File: config.mk
export PLATFORM = sky130hd
export DESIGN_NAME = jk_excitation_driver
export DESIGN_NICKNAME = d
export VERILOG_FILES = /design/src/rtl/jk_excitation_driver.sv
export SDC_FILE = /design/constraint.sdc
export NUM_CORES = 1
export LEC_CHECK = 0
export BUFFER_PORTS_ARGS = -buffer_cell sky130_fd_sc_hd__buf_2
export CAP_MARGIN = 15
export CELL_PAD_IN_SITES_DETAIL_PLACEMENT = 0
export CELL_PAD_IN_SITES_GLOBAL_PLACEMENT = 1
export CORE_UTILIZATION = 49
export CTS_CLUSTER_SIZE = 24
export DETAILED_ROUTE_END_ITERATION = 12
export PLACE_DENSITY = 0.79
export SYNTH_ARGS = -nofsm -noshare
export SYNTH_HDL_FRONTEND = slang
export SYNTH_SLANG_ARGS = --single-unit
File: constraint.sdc
create_clock -name clock -period 3.95 [get_ports clock]
set_input_delay 0.5925 -clock clock [delete_from_list [all_inputs] [get_ports clock]]
set_output_delay 0.5925 -clock clock [all_outputs]
set_load 0.05 [all_outputs]
File: src/rtl/jk_excitation_driver.sv
// jk_excitation_driver
//
// Turns a stream of target register words into per-bit J/K excitation for a
// bank of external JK flip-flops. This is the inverse of the flip-flop: given
// the bank's current Q (S) and the wanted next Q (T), it drives
//   j = T & ~S,  k = ~T & S
// Bits that do not change get j=k=0, and the toggle code 11 is never emitted.
// Targets arrive through a small valid/ready FIFO. Each word takes a DRIVE
// cycle followed by a CHECK cycle, so j/k are never non-zero on two
// consecutive cycles.
//
// Optional feature macro: JK_FB_CHECK_EN
//   When it is defined, the bank's Q feedback is compared against the model at
//   the end of CHECK. A mismatch pulses err, bumps a saturating err_count and
//   resyncs the model to the real bank value.
//
// Ports
//   clock      in          rising-edge clock
//   reset      in          synchronous active-low reset
//   in_valid   in          target word offered
//   in_ready   out         FIFO not full
//   in_data    in  [W]     target Q value
//   j, k       out [W]     registered excitation
//   state      out [W]     model of the bank's Q
//   busy       out         FSM active or FIFO not empty
//   q_fb       in  [W]     bank Q feedback           (JK_FB_CHECK_EN only)
//   err        out         one-cycle mismatch pulse  (JK_FB_CHECK_EN only)
//   err_count  out [8]     saturating mismatch count (JK_FB_CHECK_EN only)
//
// FSM
//   state    | meaning
//   ---------+-----------------------------------------------------------
//   ST_IDLE  | j=k=0, waiting for a target; pops as soon as FIFO non-empty
//   ST_DRIVE | j/k held for exactly one cycle; state <= target on exit
//   ST_CHECK | j=k=0 hold; optional feedback compare; may pop the next word

module jk_excitation_driver #(
    parameter int WIDTH = 4,
    parameter int DEPTH = 4
) (
    input  logic             clock,
    input  logic             reset,
    input  logic             in_valid,
    output logic             in_ready,
    input  logic [WIDTH-1:0] in_data,
    output logic [WIDTH-1:0] j,
    output logic [WIDTH-1:0] k,
    output logic [WIDTH-1:0] state,
    output logic             busy
`ifdef JK_FB_CHECK_EN
    ,
    input  logic [WIDTH-1:0] q_fb,
    output logic             err,
    output logic [7:0]       err_count
`endif
);

    localparam int AW = $clog2(DEPTH);
    localparam logic [AW:0] PTR_ONE = 1;

    localparam logic [1:0] ST_IDLE  = 2'd0;
    localparam logic [1:0] ST_DRIVE = 2'd1;
    localparam logic [1:0] ST_CHECK = 2'd2;

    logic [WIDTH-1:0] mem [DEPTH];
    logic [AW:0]      wr_ptr;
    logic [AW:0]      rd_ptr;
    logic             full;
    logic             empty;
    logic             push;
    logic             pop;
    logic [1:0]       fsm;
    logic [WIDTH-1:0] target;
    logic [WIDTH-1:0] head;
    logic [WIDTH-1:0] base;

    // Pointers carry one extra wrap bit so full and empty are distinguishable.
    assign empty    = (wr_ptr == rd_ptr);
    assign full     = (wr_ptr[AW] != rd_ptr[AW]) && (wr_ptr[AW-1:0] == rd_ptr[AW-1:0]);
    assign in_ready = !full;
    assign push     = in_valid && !full;
    assign pop      = !empty && ((fsm == ST_IDLE) || (fsm == ST_CHECK));
    assign head     = mem[rd_ptr[AW-1:0]];
    assign busy     = (fsm != ST_IDLE) || !empty;

`ifdef JK_FB_CHECK_EN
    logic resync;

    // The compare only matters on the CHECK-exit edge. When it fails, the
    // excitation popped on that same edge must already use the real bank value.
    assign resync = (fsm == ST_CHECK) && (q_fb != state);
    assign base   = resync ? q_fb : state;
`else
    assign base   = state;
`endif

    always_ff @(posedge clock) begin
        if (push) begin
            mem[wr_ptr[AW-1:0]] <= in_data;
        end
    end

    always_ff @(posedge clock) begin
        if (!reset) begin
            wr_ptr <= '0;
            rd_ptr <= '0;
            fsm    <= ST_IDLE;
            j      <= '0;
            k      <= '0;
            target <= '0;
            state  <= '0;
        end else begin
            if (push) begin
                wr_ptr <= wr_ptr + PTR_ONE;
            end
            if (pop) begin
                rd_ptr <= rd_ptr + PTR_ONE;
            end

            j <= '0;
            k <= '0;

            case (fsm)
                ST_IDLE, ST_CHECK: begin
                    if (pop) begin
                        j      <= head & ~base;
                        k      <= ~head & base;
                        target <= head;
                        fsm    <= ST_DRIVE;
                    end else begin
                        fsm    <= ST_IDLE;
                    end
                end
                ST_DRIVE: begin
                    state <= target;
                    fsm   <= ST_CHECK;
                end
                default: begin
                    fsm <= ST_IDLE;
                end
            endcase

`ifdef JK_FB_CHECK_EN
            if (resync) begin
                state <= q_fb;
            end
`endif
        end
    end

`ifdef JK_FB_CHECK_EN
    always_ff @(posedge clock) begin
        if (!reset) begin
            err       <= 1'b0;
            err_count <= 8'd0;
        end else begin
            err <= resync;
            if (resync && (err_count != 8'hFF)) begin
                err_count <= err_count + 8'd1;
            end
        end
    end
`endif

endmodule

# Yosys cells after proc, flatten, opt, wreduce, memory -nomap -nowiden
# Memory sizes are Yosys's and may differ from the RTL's. A register that Yosys moved wholly into a read port is not among the register bits.
# Cells that the tools add are included.
# word_totals
inputBits	7
regBits	24
romBits	0
ramBits	16
out_inout_bits	14
n_memories	1
elab_cells	37
latchBits	0
# memory_table
name	depth	word_bits	rd	rd_ports_with_merged_regs	wr	line	text
mem	4	4	1	1	1	65	logic [WIDTH-1:0] mem [DEPTH];
# classes
n_mul	0
n_addsub	2
muxes	6
shift	0
n_lt_le_gt_ge	0
div	0
n_reduce_logical	12
n_eq_ne	5
bitwise_logic	4
# ops
operator	count
$and 4x4->4	2
$not 4->4	2
$add 3x1->3 const B	2
$mux 2	2
$pmux 2 s2	1
$eq 3x3->1	1
$logic_and 1x1->1	3
$mux 1	3
$reduce_and 3->1	1
$eq 2x1->1 const B	1
$eq 2x2->1	1
$eq 2x2->1 const B	1
$logic_not 1->1	2
$logic_not 2->1	1
$logic_or 1x1->1	2
$reduce_and 2->1	1
$reduce_bool 2->1	1
$reduce_or 2->1	1
$ne 1x1->1	1

# Longest topological paths before layout
# depth
depth_word	6
depth_mapped	4
depth_no_buf	4

# Least setup slack after synthesis
# No wires, ideal clock.
# synth_path
kind	flip-flop to output port
from	reg wr_ptr[1]
to	out busy
path_slack_ns	2.172
n_path_buf	0
stages_incl_launch_ff	4
arrival_ns	1.185
path_cell_list	dfxtp_1 -> xor2_1 -> nor3_1 -> nand2_1
# synth_via
elab_chain_len	3
# synth_rtl
element	line	text
from (decl)	66	logic [AW:0] wr_ptr;
from (signal assigned)	114	wr_ptr <= wr_ptr + PTR_ONE;
$eq 3x3->1	78	assign empty = (wr_ptr == rd_ptr);
$logic_not 1->1	84	assign busy = (fsm != ST_IDLE) || !empty;
$logic_or 1x1->1	84	
to (decl)	49	output logic busy
# No other way between the ends.

# Worst setup path in the final report
# Same ends and word-level chain as after synthesis.

==> impl_metrics.ini <==
[clock_tree]
clockBufferDepth = 2
cts_buffers = 5
cts-root-buf = clkbuf_4
cts_tree = yes
cts_resized = 0
cts.sinks = 42
clock_latency_ns = 0.35
clkTransAtPathRegs_ns = 0.14
ctsHoldBuffers = 0
htreeDepth = 2
cts_setup_buffers = 0

[sta]
finalHoldViolCount = 0
rsz0062_at_grt = false
slew_headroom_pct = 53.8
slew_violations = 0
final.period_utilization_pct = 56.9
tns_ns = 0
tightestPinTransition_ns = 0.692
setup_ws_ns = 1.70
setup_viol = 0
fmax_ghz = 0.445
clock-skew-final_ns = 0.0104
period_needed_ns = 2.25

[floorplanning]
dieArea_sq_um = 3660
start_util_pct = 53.1
core_area_sq_um = 3150
num_rows = 20
io-pin-count = 21
floorplan.die.width_microns = 60.5
die_y_microns = 60.5

[pwr]
p_per_area_nw_per_um2 = 688
p_leak_nw = 0.777
intPower_mw = 0.777
peakVddDrop_mv = 0.289
comb_power_share_pct = 37.3
power.switching_mw = 0.518
p_sw_share_pct = 40.0
clkPwrFrac_pct = 17.1
sequentialPowerShare_pct = 45.6

[synthesis]
synth_top_area_cell = dfxtp_1
yosys_warnings = 0
synth_commonest_cells = 26 x dfxtp_1, 17 x nand2_1, 16 x edfxtp_1, 13 x mux2i_1, 8 x nor3b_1
ys.flop_type = dfxtp_1
ys_ff_latch = 42
postSynthCellCount = 131
syn_nets = 143
avgSynthCellArea_sq_um = 12.8
synthArstFlopShare_pct = 0
ys_top_cells_by_area = dfxtp_1 31%, edfxtp_1 29%, mux2i_1 7.8%, mux4_2 5.4%, nand2_1 3.8%
synth-edff-count = 16
synth_most_common_cell = dfxtp_1
netlist_area_sq_um = 1680
ys_types = 27
seq_area_frac_synth_pct = 59.7
netlist.area_leader.share_pct = 31.1

[drt]
wl_per_cell_microns = 13.6
drc = 0
drt-pass1-iter-count = 4
drt_first_iter_violations = 42
antenna_left = 0
vias = 1016
wirelength_microns = 2720
vias_per_cell = 5.08

[layout]
fillCellCount = 289
area_delta_synth_final_pct = 12.2
antenna_cells = 0
multi_input_area_sq_um = 636
regArea_sq_um = 1000
nets = 167
drive_above_1_share_pct = 21.8

[global_routing]
grt_max_degree = 23
grtUsageTotal_pct = 16.9
grt_pass1_vias = 945
antenna_found_initial = 0
grt_pass1_wl_microns = 4350
grt-ovfl-total = 0

[critical_path]
cp_top_family = flip-flops
timing.rr.start = wr_ptr[1]
crit_fanout = 6
reg2reg_to = mem[1][3]
cp.required_ns = 3.36
r2r_slack_ns = 2.16
cp_slowest_cell = dfxtp_1
crit_buf_inv = 1
cpPeakStageDelay_ns = 0.47
reg2reg_depth = 3
path_cells = xor2_1 -> nor3_1 -> nand2_1 -> buf_2
arrival_ns = 1.66
endpoint_kind = output pin
start_kind = flop
critical_path_class = flop to output pin

[min_path]
hp-class = primary input to flop
hold_start = in_data[2]
hold_end = mem[2][2]
hold_depth = 1

[place]
io_buffers = 20
dp_hpwl_microns = 2030
gp_congestion = 0.742
place_ws_ns = 2.10

[outcome]
status = complete, no violations

[flow_run]
max-cap-violations = 0
==> metrics by stage <==
step                      instances  area [sq um]  utilization [%]  hold slack [ns]  total power [mW]
after detailed placement        192          1820             57.7            0.450              1.09
after CTS                       200          1880             59.6            0.428              1.31
after global placement          192          1820             57.7            0.443              1.08
final                           200          1880             59.6            0.440              1.29
after floorplan                 131          1680                -            0.434             0.983
after global routing            200          1880             59.6            0.420              1.38
==> cell families (layout without fill, tap and decap cells) <==
| family | after synthesis | count (layout) | synth area share (%) |
|---|---|---|---|
| and+or+nand+nor | 42 | 42 | 13.2 |
| buffers and inverters | 10 | 35 | 2.32 |
| DFF | 42 | 42 | 59.7 |
| xor gates and xnor gates | 6 | 6 | 3.14 |
| AOI/OAI and AO/OA | 9 | 9 | 4.71 |
| muxes | 17 | 17 | 13.1 |
| adders and majority gates | 5 | 5 | 3.73 |
==> final cells by class <==
class	count	share of cell area [%]
inverter	7	1.40
clock buffer	5	2.00
multi-input combinational	79	33.8
clock inverter	3	1.33
tap	44	2.93
sequential	42	53.2
timing repair buffer	20	5.32
==> state kept, by name, summed over array words and instances, names as in the netlist, named ones only <==
| signal | count |
|---|---|
| mem | 16 |
| j | 4 |
| k | 4 |
| state | 4 |
| target | 4 |
| rd_ptr | 3 |
| wr_ptr | 3 |
| fsm | 2 |
==> worst max-delay path by stage <==
stage                     end  slack [ns]  depth (start not counted)  startpoint
detailed placement  rd_ptr[2]        2.10                          4       reset
floorplan                busy        2.17                          3   wr_ptr[1]
finish                   busy        1.70                          4   wr_ptr[1]
global placement         busy        2.14                          4   wr_ptr[1]
CTS                      busy        1.69                          4   wr_ptr[0]
global route             busy        1.59                          4   wr_ptr[0]
==> metal layers <==
layer | global-route usage [%] | vias to the layer above | share of wire [%]
met5 | 0 | - | 0
met4 | 6.82 | 0 | 1.5
met3 | 4.48 | 5 | 3.0
met2 | 28.9 | 21 | 49
met1 | 20.2 | 477 | 46
li1 | - | 513 | -
==> power by group through the flow <==
stage / registers, mW / clock network (mW) / logic [mW]
floorplan: 0.661 / 0 / 0.322
global placement: 0.598 / 0 / 0.480
detailed placement: 0.603 / 0 / 0.484
CTS: 0.592 / 0.228 / 0.485
global route: 0.604 / 0.249 / 0.523
finish: 0.591 / 0.221 / 0.483
==> cell usage in the layout, fill, tap and decap left out, types with 2 or more instances in the layout <==
| cell | synthesis | layout |
|---|---|---|
| xor2_1 | 3 | 3 |
| nand2b_1 | 2 | 2 |
| buf_2 | 1 | 20 |
| clkbuf_4 | 0 | 5 |
| xnor2_1 | 3 | 3 |
| inv_1 | 7 | 7 |
| and2_1 | 4 | 4 |
| a211oi_1 | 2 | 2 |
| edfxtp_1 | 16 | 16 |
| nand2_1 | 17 | 17 |
| nor2_1 | 6 | 6 |
| ha_1 | 5 | 5 |
| a31oi_1 | 2 | 2 |
| mux4_2 | 4 | 4 |
| nor3b_1 | 8 | 8 |
| dfxtp_1 | 26 | 26 |
| mux2i_1 | 13 | 13 |
==> worst register-to-register path, cell delays in order, from the launching register on <==
cell and delay [ns]:
dfxtp_1 0.47, xor2_1 0.38, o31a_1 0.33, and2_1 0.31
Power figures use the tool's default switching activity.
